===== config.mk =====
export PLATFORM = sky130hd
export DESIGN_NAME = shift_sequencer
export DESIGN_NICKNAME = d
export VERILOG_FILES = /design/src/rtl/shift_sequencer_pkg.sv /design/src/rtl/shifter.sv /design/src/rtl/shift_sequencer.sv
export SDC_FILE = /design/constraint.sdc
export NUM_CORES = 1
export LEC_CHECK = 0
export CAP_MARGIN = 30
export CORE_MARGIN = 2
export CORE_UTILIZATION = 50
export CTS_BUF_LIST = sky130_fd_sc_hd__clkbuf_8
export CTS_CLUSTER_SIZE = 24
export DETAILED_ROUTE_END_ITERATION = 16
export GPL_ROUTABILITY_DRIVEN = 0
export PLACE_DENSITY = 0.8
export SYNTH_ARGS = -nofsm -noshare
export SYNTH_HDL_FRONTEND = slang
export SYNTH_SLANG_ARGS = --single-unit

===== constraint.sdc =====
create_clock -name clk -period 3.8 [get_ports clk]
set_input_delay 0.76 -clock clk [delete_from_list [all_inputs] [get_ports clk]]
set_output_delay 0.76 -clock clk [all_outputs]
set_load 0.01 [all_outputs]

===== src/rtl/shift_sequencer_pkg.sv =====
// Shared widths, state encoding and select helper for the multi-pass rotate sequencer.
package shift_sequencer_pkg;

  localparam int unsigned DATA_W = 8;
  localparam int unsigned AMT_W  = 3;
  localparam int unsigned PASS_W = 2;

  typedef enum logic [1:0] {
    S_IDLE = 2'd0,
    S_RUN  = 2'd1,
    S_DONE = 2'd2
  } state_e;

  // One-hot of the highest set bit; zero input gives zero.
  function automatic logic [AMT_W-1:0] msb_onehot(input logic [AMT_W-1:0] v);
    logic [AMT_W-1:0] r;
    r = '0;
    for (int i = 0; i < int'(AMT_W); i++) begin
      if (v[i]) r = AMT_W'(1) << i;
    end
    return r;
  endfunction

endpackage


===== src/rtl/shifter.sv =====
// Single-pass 8-bit rotator: rotates by the weight of the highest set bit of shift.
module shifter
  import shift_sequencer_pkg::*;
(
  input  logic [DATA_W-1:0] in,
  input  logic              direction,
  input  logic [AMT_W-1:0]  shift,
  output logic [DATA_W-1:0] out
);

  logic [AMT_W-1:0]    n;
  logic [2*DATA_W-1:0] dbl;

  always_comb begin
    n = '0;
    if (shift[2])      n = AMT_W'(4);
    else if (shift[1]) n = AMT_W'(2);
    else if (shift[0]) n = AMT_W'(1);
    dbl = {in, in};
    // direction 1 = rotate right, 0 = rotate left
    if (direction) out = DATA_W'(dbl >> n);
    else           out = DATA_W'((dbl << n) >> DATA_W);
  end

endmodule


===== src/rtl/shift_sequencer.sv =====
// Multi-pass rotate controller: one shifter pass per set amount bit, highest first,
// with valid/ready handshakes on request and result.
module shift_sequencer
  import shift_sequencer_pkg::*;
(
  input  logic              clk,
  input  logic              rst_n,
  input  logic              in_valid,
  output logic              in_ready,
  input  logic [DATA_W-1:0] in_data,
  input  logic              in_dir,
  input  logic [AMT_W-1:0]  in_amt,
  output logic              out_valid,
  input  logic              out_ready,
  output logic [DATA_W-1:0] out_data,
  output logic [PASS_W-1:0] out_passes,
  output logic              busy
);

  state_e              state_q, state_d;
  logic [DATA_W-1:0]   data_q, data_d;
  logic                dir_q, dir_d;
  logic [AMT_W-1:0]    rem_q, rem_d;
  logic [PASS_W-1:0]   passes_q, passes_d;
  logic [AMT_W-1:0]    sel_c;
  logic [DATA_W-1:0]   shift_out;

  assign sel_c = msb_onehot(rem_q);

  shifter u_shifter (
    .in        (data_q),
    .direction (dir_q),
    .shift     (sel_c),
    .out       (shift_out)
  );

  // Next-state and datapath update
  always_comb begin
    state_d  = state_q;
    data_d   = data_q;
    dir_d    = dir_q;
    rem_d    = rem_q;
    passes_d = passes_q;
    case (state_q)
      S_IDLE: begin
        if (in_valid) begin
          data_d   = in_data;
          dir_d    = in_dir;
          rem_d    = in_amt;
          passes_d = '0;
          state_d  = (in_amt != '0) ? S_RUN : S_DONE;
        end
      end
      S_RUN: begin
        data_d   = shift_out;
        rem_d    = rem_q & ~sel_c;
        passes_d = passes_q + PASS_W'(1);
        if (rem_d == '0) state_d = S_DONE;
      end
      S_DONE: begin
        if (out_ready) state_d = S_IDLE;
      end
      default: state_d = S_IDLE;
    endcase
  end

  // State, datapath and decoded handshake flags, all registered
  always_ff @(posedge clk or negedge rst_n) begin
    if (!rst_n) begin
      state_q   <= S_IDLE;
      data_q    <= '0;
      dir_q     <= 1'b0;
      rem_q     <= '0;
      passes_q  <= '0;
      in_ready  <= 1'b1;
      out_valid <= 1'b0;
      busy      <= 1'b0;
    end else begin
      state_q   <= state_d;
      data_q    <= data_d;
      dir_q     <= dir_d;
      rem_q     <= rem_d;
      passes_q  <= passes_d;
      in_ready  <= (state_d == S_IDLE);
      out_valid <= (state_d == S_DONE);
      busy      <= (state_d == S_RUN) || (state_d == S_DONE);
    end
  end

  assign out_data   = data_q;
  assign out_passes = passes_q;

endmodule

* Word-level counts from Yosys, hierarchy flattened
Index checks and enable logic that the tools add are counted.
** Operators by class
- Bitwise gates (word level) :: 2
- Shift operators :: 2
- Equality and inequality tests :: 5
- Mux-type cells :: 18
- Reductions and logical operators :: 8
- Divide/modulo/power cells :: 0
- $mul :: 0
- Add/subtract/negate cells :: 1
- Magnitude comparators :: 0
** Operators with widths (number)
- $mux W8 :: 2
- $pmux W8 S2 :: 1
- $shl A16 B3 Y16 :: 1
- $shr A16 B3 Y8 :: 1
- $mux W2 :: 6
- $mux W3 :: 4
- $pmux W2 S3 :: 1
- $pmux W3 S2 :: 1
- $eq A2 B1 Y1 const B :: 2
- $eq A2 B2 Y1 const B :: 2
- $logic_not A2 Y1 :: 2
- $pmux W2 S2 :: 1
- $reduce_and A2 Y1 :: 2
- $and A3 B3 Y3 :: 1
- $logic_not A3 Y1 :: 1
- $not A3 Y3 :: 1
- $reduce_bool A3 Y1 :: 1
- $add A2 B1 Y2 const B :: 1
- $mux W1 :: 2
- $ne A2 B2 Y1 const B :: 1
- $reduce_bool A2 Y1 :: 1
- $logic_or A1 B1 Y1 :: 1
** Word-level totals
- Word-level logic and storage cells :: 44
- ROM bits :: 0
- Output and inout port bits :: 13
- Bits in writable memories :: 0
- Memories kept :: 0
- Bits of input ports :: 16
- Flip-flop bits (word level) :: 19
- Bits in latches :: 0

* Longest topological paths before layout
- Depth in word-level cells :: 10
- Depth in mapped cells :: 7
- Depth with buffers taken out :: 5

* By module
From an unflattened synthesis, not the netlist that was laid out.
** Unflattened totals
- Cell total of the unflattened synthesis :: 179
- Area, all modules :: 1520.2 sq um
** By module, submodules not included
- shift_sequencer :: sequential area each 476.7 sq um, instances 1, cells each 91, area each 964.7 sq um
- shifter :: sequential area each 0.0 sq um, instances 1, cells each 88, area each 555.5 sq um

* Worst setup path after synthesis
Ideal clock, no wire load.
- Path kind :: input to register
- From :: input in_valid
- To :: register data_q[4], in the netlist out_data[4]
- Cell stages on the path :: 6
- Arrival time :: 1.604 ns
- Required time :: 3.674 ns
- Library setup time :: 0.126 ns
- Path buffers :: 1
- Path slack :: 2.071 ns
- Cells stage by stage :: nor2_1 or2_2 buf_2 or3_1 o21ai_0 a21oi_1
** On the way
- Word-level cells in the longest chain between the ends :: 2
** RTL lines
- start: declaration :: RTL line shift_sequencer.sv:8 : input logic in_valid,
- $ne A2 B2 Y1 (no line)
- $reduce_and A2 Y1 (no line)
- end signal: assignment :: RTL line shift_sequencer.sv:80 : data_q <= data_d;
- end: declaration :: RTL line shift_sequencer.sv:21 : logic [DATA_W-1:0] data_q, data_d;
No other way between the ends.
A chain may end at the register's enable or synchronous reset.

* Final worst setup path
- From :: register data_q[4], in the netlist out_data[4]
- To :: output out_data[4]
** RTL lines
- end: declaration :: RTL line shift_sequencer.sv:15 : output logic [DATA_W-1:0] out_data,
No word-level cell between the ends.

==> out/metrics.cfg <==
[power_and_ir_drop]
p_int_mw = 0.7570
power.switching_mw = 0.6303
p_leak_nw = 0.6480
p_comb_share_pct = 53.1
power_density_nw_per_um2 = 876.5
vdd_drop_max_v = 0.0005011
switching_share_pct = 45.43
seqPwrFrac_pct = 36.9
clkPwrFrac_pct = 10.0

[setup_path]
crit_family = buffers and inverters
path_buf_inv = 1
slowest_delay_ns = 0.60
start_kind = flop
arrival_ns = 1.37
cp_cell_sequence = clkdlybuf4s50_1
cp_max_fo = 8
cp_slowest_cell = clkdlybuf4s50_1
critPathKind = reg2out
worstPathRequired_ns = 3.04
end_kind = output pin

[clock_tree]
cts_tree = yes
cts_resized = 0
cts_buffers = 3
clk_latency_ns = 0.25
post_cts_buffers = 0
path_clk_slew_ns = 0.07
clock_sinks = 19
clockBufferDepth = 2
cts_root_buffer = clkbuf_8
htree_levels = 1
postCtsHoldBufs = 0

[sta]
finalCriticalPeriod_ns = 2.129
min_period_over_period_pct = 56.03
finalSetupTns_ns = 0
drv_slew = 0
hold_viol = 0
clock_skew_ns = 0.002248
max_freq_mhz = 469.7
worst-slew-pin-transition_ns = 0.8684
rsz0062_at_grt = no
relSlewSlack_pct = 41.92
setup_viol = 0
whs_ns = 0.4931

[synth]
ys_top_cells_by_count = dfrtp_1 (18), a21oi_1 (17), o21ai_0 (17), nand2_1 (13), nor2_1 (9)
synth_fp_nets = 169
yosysMostFrequentCell = dfrtp_1
yosys_warnings = 0
synth_area_leaders = dfrtp_1 (35%), a21oi_1 (6.7%), o21ai_0 (6.7%)
syn_inst = 151
synth_area_per_cell_sq_um = 8.435
yosys.area.top_type_share_pct = 35.36
yosysSeqAreaShare_pct = 37.43
ys.flop_type = dfrtp_1
yosysTopAreaCell = dfrtp_1
async_flop_share_pct = 100.0
synth_edf_count = 0
synth-seq-cells = 19
synth_area_sq_um = 1274
synth.lib_cells_used.distinct = 36

[floorplan]
initial_core_util_pct = 51.89
dieHeight_um = 54.47
pin_count = 29
placementRows = 18
fp.dieW_um = 54.47
core_area_sq_um = 2455
dieArea_sq_um = 2967

[route]
vias = 1239
wl_per_cell_um = 15.38
routed_wl_um = 3122
drc_errors = 0
viasPerCell = 6.103
drt_first_pass_iters = 4
drt-initial-drc-count = 35
ant_nets = 0

[placement]
dp.cells = 199
numPortBuffers = 28
dpl.hpwl_um = 2229

[outcome]
status = completed

[global_route]
antenna_found_initial = 0
grt_pass1_vias = 1101
grt-ovfl-total = 0
gr-usage-all-layers_pct = 24.01
grt_max_degree = 20
grt_first_pass_wirelength_um = 5050

[cells_and_area]
diodes = 0
instances_no_fill = 203
drive_above_1_share_pct = 5.202
area_growth_pct = 24.26
final_nets = 192

[job]
max_cap_viol_count = 0

[hold_path]
hold_path_class = reg2reg

==> final timing paths <==
kind                                     from            end  slack (ns)  depth (start not counted)
worst max-delay path              out_data[4]    out_data[4]        1.67                          1
worst min-delay path            out_passes[1]  out_passes[1]        0.49                          1
worst max register to register       rem_q[2]           busy        1.74                          5
worst min register to register  out_passes[1]  out_passes[1]        0.49                          1
max in group asynchronous               rst_n    out_data[0]        2.27                          1
min in group asynchronous               rst_n     state_q[1]        1.00                          1
==> cells by family (layout without fill, tap and decap cells) <==
group	count (synthesis)	after routing	share of synthesized area, %
AOI/OAI and AO/OA	61	61	29.96
adders and majority gates	2	2	1.964
buffers and inverters	19	41	7.073
DFF	19	19	37.43
muxes	6	6	6.680
and+or+nand+nor	44	44	16.90
==> registers in the layout, indices dropped and copies added (netlist names) <==
register,cells
out_data,8
rem_q,3
out_passes,2
state_q,2
busy,1
dir_q,1
in_ready,1
out_valid,1
==> layer usage <==
| layer | wire length [um] | global-route usage, % | share of wire (%) | vias up |
|---|---|---|---|---|
| met5 | 0 | 0 | 0 | - |
| met4 | 39 | 8.333 | 1.2 | 0 |
| met3 | 272 | 4.645 | 8.7 | 4 |
| met2 | 1519 | 38.96 | 49 | 52 |
| met1 | 1291 | 31.99 | 41 | 578 |
| li1 | - | - | - | 605 |
==> power groups by stage <==
stage	Sequential (mW)	Clock, mW	Combinational [mW]
floorplan	0.428	0	0.557
CTS	0.508	0.144	0.736
global route	0.537	0.148	0.819
detailed placement	0.514	0	0.730
global placement	0.508	0	0.717
finish	0.512	0.139	0.736
==> area by class of cell <==
| class | instances | area, sq um |
|---|---|---|
| Clock buffer | 3 | 41.29 |
| Clock inverter | 1 | 3.754 |
| Fill cell | 230 | 872.1 |
| Inverter | 9 | 36.28 |
| Multi-Input combinational cell | 113 | 706.9 |
| Sequential cell | 19 | 476.7 |
| Tap cell | 30 | 37.54 |
| Timing Repair Buffer | 28 | 280.3 |
==> layout by cell type (no fill, tap or decap), types with 2 or more instances in the layout <==
cell type and n:
clkdlybuf4s50_1 28, dfrtp_1 18, a21oi_1 17, o21ai_0 17, nand2_1 13, inv_1 9, nor2_1 9, nor2b_1 6
o22ai_1 5, mux2i_1 4, nand3_1 4, nand2b_1 3, a2bb2oi_1 3, o211ai_1 3, a211oi_1 3, a2111oi_0 3
o221ai_1 3, clkbuf_8 3, nor3_1 2, nor3b_1 2, or2_2 2, or3_1 2, mux4_2 2, ha_1 2
==> through the flow <==
step | utilization [%] | area [sq um] | power, mW | setup WS (ns)
after floorplan | - | 1274 | 0.9853 | 2.071
after global placement | 62.64 | 1538 | 1.225 | 1.517
after detailed placement | 62.64 | 1538 | 1.244 | 1.503
after CTS | 64.48 | 1583 | 1.388 | 1.675
after global routing | 64.48 | 1583 | 1.503 | 1.637
final | 64.48 | 1583 | 1.387 | 1.671
(Power assumes the default switching activity.)
